## src/rtl/dct_quant_zigzag.sv

```systemverilog
// dct_quant_zigzag
//   Takes one 4x4 block of signed Q11.4 DCT coefficients, quantizes every
//   coefficient by a per-block right shift (round half away from zero) and
//   streams the results one per cycle in zigzag order. Two block slots are
//   used ping-pong so a new block can be captured while the previous one is
//   still streaming out.
//
// Ports
//   clk       in   clock, rising edge
//   reset     in   synchronous, active-high
//   i_valid   in   input block valid
//   i_ready   out  a slot is free (registered state only)
//   i_data    in   256 bits, coeff[r][c] at i_data[255-64r-16c -: 16]
//   i_qshift  in   quantizer shift 0..7, sampled with i_data
//   o_valid   out  output coefficient valid
//   o_ready   in   downstream ready
//   o_coeff   out  quantized coefficient, signed, sign-extended to OUT_W
//   o_pos     out  raster position r*4+c of the current coefficient
//   o_zz      out  zigzag index 0..15
//   o_last    out  final coefficient of the block
//
// Interface FSM
//   state     | meaning
//   ----------+--------------------------------------------------
//   ST_EMPTY  | no slot holds a block, o_valid = 0
//   ST_STREAM | read slot full, write slot free, emitting
//   ST_FULL   | both slots full, emitting, i_ready = 0

module dct_quant_zigzag #(
  parameter int TRUNC_EOB = 0,
  parameter int OUT_W     = 16
) (
  input  logic             clk,
  input  logic             reset,
  input  logic             i_valid,
  output logic             i_ready,
  input  logic [255:0]     i_data,
  input  logic [2:0]       i_qshift,
  output logic             o_valid,
  input  logic             o_ready,
  output logic [OUT_W-1:0] o_coeff,
  output logic [3:0]       o_pos,
  output logic [3:0]       o_zz,
  output logic             o_last
);

  localparam logic [1:0] ST_EMPTY  = 2'd0;
  localparam logic [1:0] ST_STREAM = 2'd1;
  localparam logic [1:0] ST_FULL   = 2'd2;

  // zigzag index -> raster position
  function automatic logic [3:0] zz_to_raster(input logic [3:0] zz);
    logic [3:0] pos;
    case (zz)
      4'd0:    pos = 4'd0;
      4'd1:    pos = 4'd1;
      4'd2:    pos = 4'd4;
      4'd3:    pos = 4'd8;
      4'd4:    pos = 4'd5;
      4'd5:    pos = 4'd2;
      4'd6:    pos = 4'd3;
      4'd7:    pos = 4'd6;
      4'd8:    pos = 4'd9;
      4'd9:    pos = 4'd12;
      4'd10:   pos = 4'd13;
      4'd11:   pos = 4'd10;
      4'd12:   pos = 4'd7;
      4'd13:   pos = 4'd11;
      4'd14:   pos = 4'd14;
      default: pos = 4'd15;
    endcase
    return pos;
  endfunction

  // Magnitude is taken in 17 bits so that -32768 yields +32768. With
  // k = 4 + qshift the rounded magnitude never exceeds 2048, so 13 signed
  // bits hold every result without saturation.
  function automatic logic [12:0] quantize(input logic [15:0] c, input logic [2:0] qs);
    logic [16:0] mag;
    logic [16:0] sum;
    logic [4:0]  sh;
    logic [12:0] q;
    mag = c[15] ? (17'd0 - {c[15], c}) : {1'b0, c};
    sh  = 5'd4 + {2'b00, qs};
    sum = mag + (17'd1 << (sh - 5'd1));
    q   = 13'(sum >> sh);
    return c[15] ? (13'd0 - q) : q;
  endfunction

  logic [1:0]  state_q, state_d;
  logic [1:0]  full_q, full_d;
  logic        wr_ptr_q, wr_ptr_d;
  logic        rd_ptr_q, rd_ptr_d;
  logic [3:0]  cnt_q, cnt_d;
  logic [12:0] coef_q [2][16];
  logic [3:0]  last_nz_q [2];

  logic [12:0] q_in [16];
  logic [3:0]  last_nz_in;
  logic [12:0] cur_q;
  logic        in_hs;
  logic        out_hs;
  logic        out_last_hs;

  always_comb begin
    for (int p = 0; p < 16; p++) begin
      q_in[p] = quantize(i_data[255-16*p -: 16], i_qshift);
    end
  end

  // Scanning in zigzag order leaves the highest nonzero zigzag index behind.
  always_comb begin
    last_nz_in = 4'd0;
    for (int z = 0; z < 16; z++) begin
      if (q_in[zz_to_raster(4'(z))] != 13'd0) begin
        last_nz_in = 4'(z);
      end
    end
  end

  assign i_ready     = ~full_q[wr_ptr_q];
  assign o_valid     = (state_q != ST_EMPTY);
  assign o_zz        = cnt_q;
  assign o_pos       = zz_to_raster(cnt_q);
  assign cur_q       = coef_q[rd_ptr_q][o_pos];
  assign o_coeff     = o_valid ? {{(OUT_W-12){cur_q[12]}}, cur_q[11:0]} : '0;

  always_comb begin
    o_last = 1'b0;
    if (o_valid) begin
      if (TRUNC_EOB != 0) begin
        o_last = (cnt_q == last_nz_q[rd_ptr_q]);
      end else begin
        o_last = (cnt_q == 4'd15);
      end
    end
  end

  assign in_hs       = i_valid & i_ready;
  assign out_hs      = o_valid & o_ready;
  assign out_last_hs = out_hs & o_last;

  // A capture always targets the free slot and a last handshake always
  // targets the full one, so both updates can land on the same edge.
  always_comb begin
    full_d   = full_q;
    wr_ptr_d = wr_ptr_q;
    rd_ptr_d = rd_ptr_q;
    cnt_d    = cnt_q;
    if (in_hs) begin
      full_d[wr_ptr_q] = 1'b1;
      wr_ptr_d         = ~wr_ptr_q;
    end
    if (out_last_hs) begin
      full_d[rd_ptr_q] = 1'b0;
      rd_ptr_d         = ~rd_ptr_q;
      cnt_d            = 4'd0;
    end else if (out_hs) begin
      cnt_d = cnt_q + 4'd1;
    end
  end

  always_comb begin
    state_d = state_q;
    case (state_q)
      ST_EMPTY: begin
        if (in_hs) state_d = ST_STREAM;
      end
      ST_STREAM: begin
        if (in_hs && !out_last_hs) begin
          state_d = ST_FULL;
        end else if (out_last_hs && !in_hs) begin
          state_d = ST_EMPTY;
        end
      end
      ST_FULL: begin
        if (out_last_hs) state_d = ST_STREAM;
      end
      default: state_d = ST_EMPTY;
    endcase
  end

  always_ff @(posedge clk) begin
    if (reset) begin
      state_q  <= ST_EMPTY;
      full_q   <= 2'b00;
      wr_ptr_q <= 1'b0;
      rd_ptr_q <= 1'b0;
      cnt_q    <= 4'd0;
    end else begin
      state_q  <= state_d;
      full_q   <= full_d;
      wr_ptr_q <= wr_ptr_d;
      rd_ptr_q <= rd_ptr_d;
      cnt_q    <= cnt_d;
    end
  end

  // Slot contents need no reset: they are only read while the slot is full.
  always_ff @(posedge clk) begin
    if (in_hs) begin
      for (int p = 0; p < 16; p++) begin
        coef_q[wr_ptr_q][p] <= q_in[p];
      end
      last_nz_q[wr_ptr_q] <= last_nz_in;
    end
  end

endmodule

```

## config.mk

```make
export PLATFORM = sky130hd
export DESIGN_NAME = dct_quant_zigzag
export DESIGN_NICKNAME = d
export VERILOG_FILES = /design/src/rtl/dct_quant_zigzag.sv
export SDC_FILE = /design/constraint.sdc
export NUM_CORES = 2
export LEC_CHECK = 0
export ABC_AREA = 0
export CAP_MARGIN = 20
export CORE_UTILIZATION = 55
export DETAILED_ROUTE_END_ITERATION = 10
export GPL_ROUTABILITY_DRIVEN = 1
export PLACE_DENSITY_LB_ADDON = 0.2
export SYNTH_ARGS = -nofsm -noshare
export SYNTH_HDL_FRONTEND = slang
export SYNTH_SLANG_ARGS = --single-unit
```

## constraint.sdc

```tcl
create_clock -name clk -period 21.4 [get_ports clk]
set_input_delay 3.21 -clock clk [delete_from_list [all_inputs] [get_ports clk]]
set_output_delay 3.21 -clock clk [all_outputs]
set_load 0.01 [all_outputs]
```

; ---- Word-level counts from Yosys, hierarchy flattened
; Memory sizes are Yosys's and may differ from the RTL's. A register that Yosys moved wholly into a read port is not among the register bits.
; Cells that the tools add are included.
[classes]
bitwise = 10
n_shift = 17
mux = 56
n_lt_le_gt_ge = 5
addsub = 51
n_reduce_logical = 10
eq_ne = 6
[op_table]
columns = op, n
row1 = $add A17 B17 Y17, 16
row2 = $mux W17, 16
row3 = $sub A1 B16 Y17 const A, 16
row4 = $shr A17 B5 Y13, 15
row5 = $mux W13, 18
row6 = $sub A1 B13 Y13 const A, 16
row7 = $bmux W13 S4, 1
row8 = $shl A1 B5 Y17 const A, 1
row9 = $shr A17 B4 Y13, 1
row10 = $mux W16, 1
row11 = $mux W2, 6
row12 = $mux W1, 9
row13 = $mux W4, 2
row14 = $pmux W2 S3, 1
row15 = $ge A5 B5 Y1 const B, 1
row16 = $not A4 Y5, 1
row17 = $sub A4 B1 Y5 const B, 1
row18 = $add A3 B3 Y4 const A, 1
row19 = $add A4 B1 Y4 const B, 1
row20 = $eq A4 B4 Y1 const B, 1
row21 = $logic_and A1 B1 Y1, 4
row22 = $lt A1 B2 Y1 const B, 2
row23 = $ne A2 B2 Y1 const B, 2
row24 = $and A1 B1 Y1, 3
row25 = other kinds (14), 19
[totals]
out_inout_bits = 27
reg_bits = 10
n_memories = 2
elab_cells = 162
ramBits = 416
romBits = 64
input_bits = 263
[memory_table]
columns = name, depth, width, read_ports, rd_ports_with_merged_regs, write_ports, line_no
row1 = coef_q, 2, 208, 1, 1, 1, 95  ; logic [12:0] coef_q [2][16];
row2 = (no name shown), 16, 4, 1, 1, 0, 54  ; case (zz)

; ---- Longest topological paths before layout
[depth]
ltp_word = 9
depth_mapped = 24
ltp_nobuf = 22

; ---- Worst setup path before layout
; OpenSTA, ideal clock, no wires.
[synth_path]
path_type = input to register
startpoint = input port i_valid
endpoint = memory coef_q[0][0] in the netlist's numbering (enable)
arrival_time_ns = 18.121
setup_time_ns = 1.078
n_path_buf = 0
t_required_ns = 20.322
slack_ns = 2.202
path_stages = 1
cell_sequence = nor3b_1
[synth_via]
elab_chain_len = 3
[synth_rtl]
columns = element, line_no
row1 = "start, declared", 35  ; input logic i_valid,
row2 = $and A1 B1 Y1, 139  ; assign in_hs = i_valid & i_ready;
row3 = $mux W1, -
row4 = $mux W1 (implied by the code), 203  ; coef_q[wr_ptr_q][p] <= q_in[p];
row5 = "end, declared", 95
; No other way between the ends.

==> results by group <==
Synthesis
  • Post-synth design cell area: 47,190 um2
  • Post-synth top area share: a little over a quarter
  • Synthesis Warnings: 0
  • Synthesis-stage register bit count: around 430
  • Synth area leader: edfxtp_1
  • Netlist cell types: between 90 and 100
  • Synth area leaders: edfxtp_1 26%, ha_1 7.4%, mux4_2 7.0%
  • Cell count after synthesis: around 5,300
  • FFs w/ async S/R, synth: 0%
  • Main synth FF type: edfxtp_1
  • Post-synth EDFFs: ~420
  • Syn avg cell area: around 9 um2
  • Sequential share of the synthesized area: 27.11%

Setup path
  • Worst path buffer plus inverter count: 6
  • CP Data Required Time: 21.69 ns
  • Reg2reg start: wr_ptr_q
  • CP endpoint kind: flop
  • CP Launch Type: input pin
  • CP dominant cell by count: buf_4
  • Worst EP arrival: 9.90 ns
  • Critical Path Fanout Max: 48
  • Beginning of the critical path: i_qshift[1]
  • Crit-path leading delay family: compound AO/OA/AOI/OAI gates
  • Worst stage delay on the critical path: 0.64 ns
  • CP max-delay cell: buf_4
  • Setup Crit Path Kind: in -> reg
  • Crit-path cells: buf_4, buf_4, or3_1, inv_2, buf_4, ha_1, o21a_1, a211o_1, a31oi_1, xor2_1, a221oi_1, o21ai_0, o21ai_0, inv_1, ha_1, inv_1, a221oi_1, nand4_1, or2_2, nor2_1, o311ai_0

CTS
  • Post_cts resized: 0
  • Setup bufs post-CTS: 0
  • Total CTS buffers: 45
  • Clk Latency, worst-skew pair: 0.61 ns
  • # clock sinks: 431
  • CTS root buf: clkbuf_16
  • # hold bufs at CTS: 0
  • # H-tree levels: 2
  • CTS max path bufs: 3
  • CTS tree: built
  • CTS clk-pin slew, worst paths: 0.06 ns

Detailed routing
  • Routed wire per std cell: 25.09 um
  • Vias after detailed routing: 46,530
  • Routed Antenna Nets: 0
  • Final WL: roughly 170 mm
  • Avg Vias per Cell: 6.935
  • DRC: 0
  • Initial DRC count: 6,475
  • Total iterations of the first detailed-routing run: 9

Global routing
  • Gr ovfl total: 0
  • First-pass GRT wire length: approximately 250 mm
  • Initial antenna violation count: 8
  • Global Route Usage Sum: 37.52%
  • Vias in the first global route: 41,770
  • Largest net degree at the start of global routing: 81

STA
  • Final slew viol count: 0
  • RSZ-0062 raised after global routing: no
  • Setup Skew: 0.04300 ns
  • Measured slew at the worst slew-check pin: 1.139 ns
  • Worst slew margin: 22.99%
  • Min Tclk post-route: 9.611 ns
  • Setup violators final: 0
  • Max frequency: 0.1040 GHz
  • TNS Setup: 0 ns
  • Final hold violation count: 0
  • Crit share post-route: 44.91%

Floorplan
  • Core area: 85,010 um2
  • Starting density of the core: 55.51%
  • Die extent in y: between 200 and 300 um
  • Num rows: roughly 110
  • Chip Width: 294.9 um
  • Die Area: 86,980 um2
  • # IOs: 290

Power and ir drop
  • Lkg Pwr: 19.39 nW
  • Seq pwr share: 31.1%
  • Clock Power Share: 21.4%
  • Peak VDD IR: between 60 and 70 uV
  • Gate power share: 47.5%
  • NetSw: approximately 1.4 mW
  • Switching portion of total power: around 40%
  • Cell Pwr Density: 67.94 nW/um2
  • Internal power: around 2.1 mW

Placed design
  • # port buffers: 289
  • Post-placement cell count: 6,618
  • Post-DP HPWL: 121.0 mm
  • Final GP Congestion: 0.9688

Hold path
  • Worst hold start: rd_ptr_q
  • Hold Crit Class: reg -> reg

Layout
  • Area Overhead vs Synth: 11.72%
  • Final layout net count: 6,064
  • Commonest non-fill, non-tap cell in the layout: nand2_1
  • Share of post-route cells with drive strength above 1: 7.270%
  • Most frequent cells in the layout: 469 x nand2_1, 416 x edfxtp_1, 363 x xnor2_1
  • Final Non-Filler Cells: approximately 6,700

Status
  • Outcome: completed

Run
  • Max Cap Violations: 0
==> cell usage after synthesis (56+ instances only) <==
master,count
o211ai_1,78
inv_1,141
mux2i_1,80
xor2_1,128
or3_1,85
nand4_1,58
and2_1,64
nand2b_1,71
edfxtp_1,416
xnor2_1,363
a31oi_1,56
nand3_1,136
nand2_1,470
a211oi_1,116
nor3_1,124
o21ai_0,335
o31ai_1,118
nor2_1,319
mux4_2,146
ha_1,279
and3_1,67
clkbuf_1,248
a21oi_1,317
a21o_1,132
==> logic make-up (layout without fill, tap and decap cells) <==
logic type / Yosys count / count (layout) / share of synthesized area [%]
AO/OA/AOI/OAI: 1778 / 1778 / 26.14
AND/OR/NAND/NOR: 1626 / 1626 / 17.24
XOR/XNOR: 491 / 491 / 9.112
buffers and inverters: 475 / 595 / 3.884
flip-flops: 431 / 431 / 27.11
adder cells (fa/ha/maj): 279 / 279 / 7.397
multiplexers: 245 / 245 / 9.117
other: 1 / 121 / 0.007946
==> registers in the layout, indices dropped and copies added (netlist names), named ones only <==
name	flops
state_q	2
o_zz	4
rd_ptr_q	1
o_pos	4
coef_q	416
wr_ptr_q	1
full_q	2
==> routing by layer <==
layer	global-route usage, %	routed length (um)	share of wire [%]	vias to the layer above
met4	14.85	7759	4.6	6
met5	0	39	0.023	-
met1	53.08	67470	40	21980
met2	54.35	69080	41	2954
met3	9.923	24010	14	498
li1	-	-	-	21100
==> path summary, 6_finish.rpt <==
kind	end	slack (ns)	cells after the start
min reg2reg	full_q[1]	0.50	1
max reg2reg	coef_q[1][72]	17.75	3
min	full_q[1]	0.50	1
max	coef_q[1][75]	11.79	21
==> layout make-up <==
| class | count | area [um2] |
|---|---|---|
| clock inverters | 26 | 256.5 |
| clock buffers | 56 | 1167 |
| diodes | 9 | 22.52 |
| well taps | 1144 | 1431 |
| fillers | 7213 | 32290 |
| multi-input cells | 4531 | 33020 |
| repair buffers | 365 | 3467 |
| flip-flops and latches | 431 | 12800 |
| inverters | 148 | 560.5 |
==> power by group through the flow <==
stage / Combinational [mW] / Clock (mW) / Sequential, mW
2_1_floorplan: 1.14 / 0 / 1.13
3_3_place_gp: 1.60 / 0 / 1.12
3_5_place_dp: 1.62 / 0 / 1.13
4_1_cts: 1.63 / 0.767 / 1.11
5_1_grt: 1.81 / 0.798 / 1.12
6_report: 1.70 / 0.767 / 1.11
==> metrics by stage <==
step	power (mW)	cell area [um2]	hold slack, ns	util [%]	setup slack [ns]
CTS	3.511	52700	0.5024	61.99	12.24
finish	3.582	52720	0.5015	62.02	11.79
global placement	2.720	51250	0.4676	60.29	11.46
floorplan	2.264	47610	0.4593	-	2.202
detailed placement	2.748	51270	0.4880	60.31	11.65
global route	3.724	52700	0.5344	61.99	11.65
Note: power is estimated with default switching activity, not from simulation.
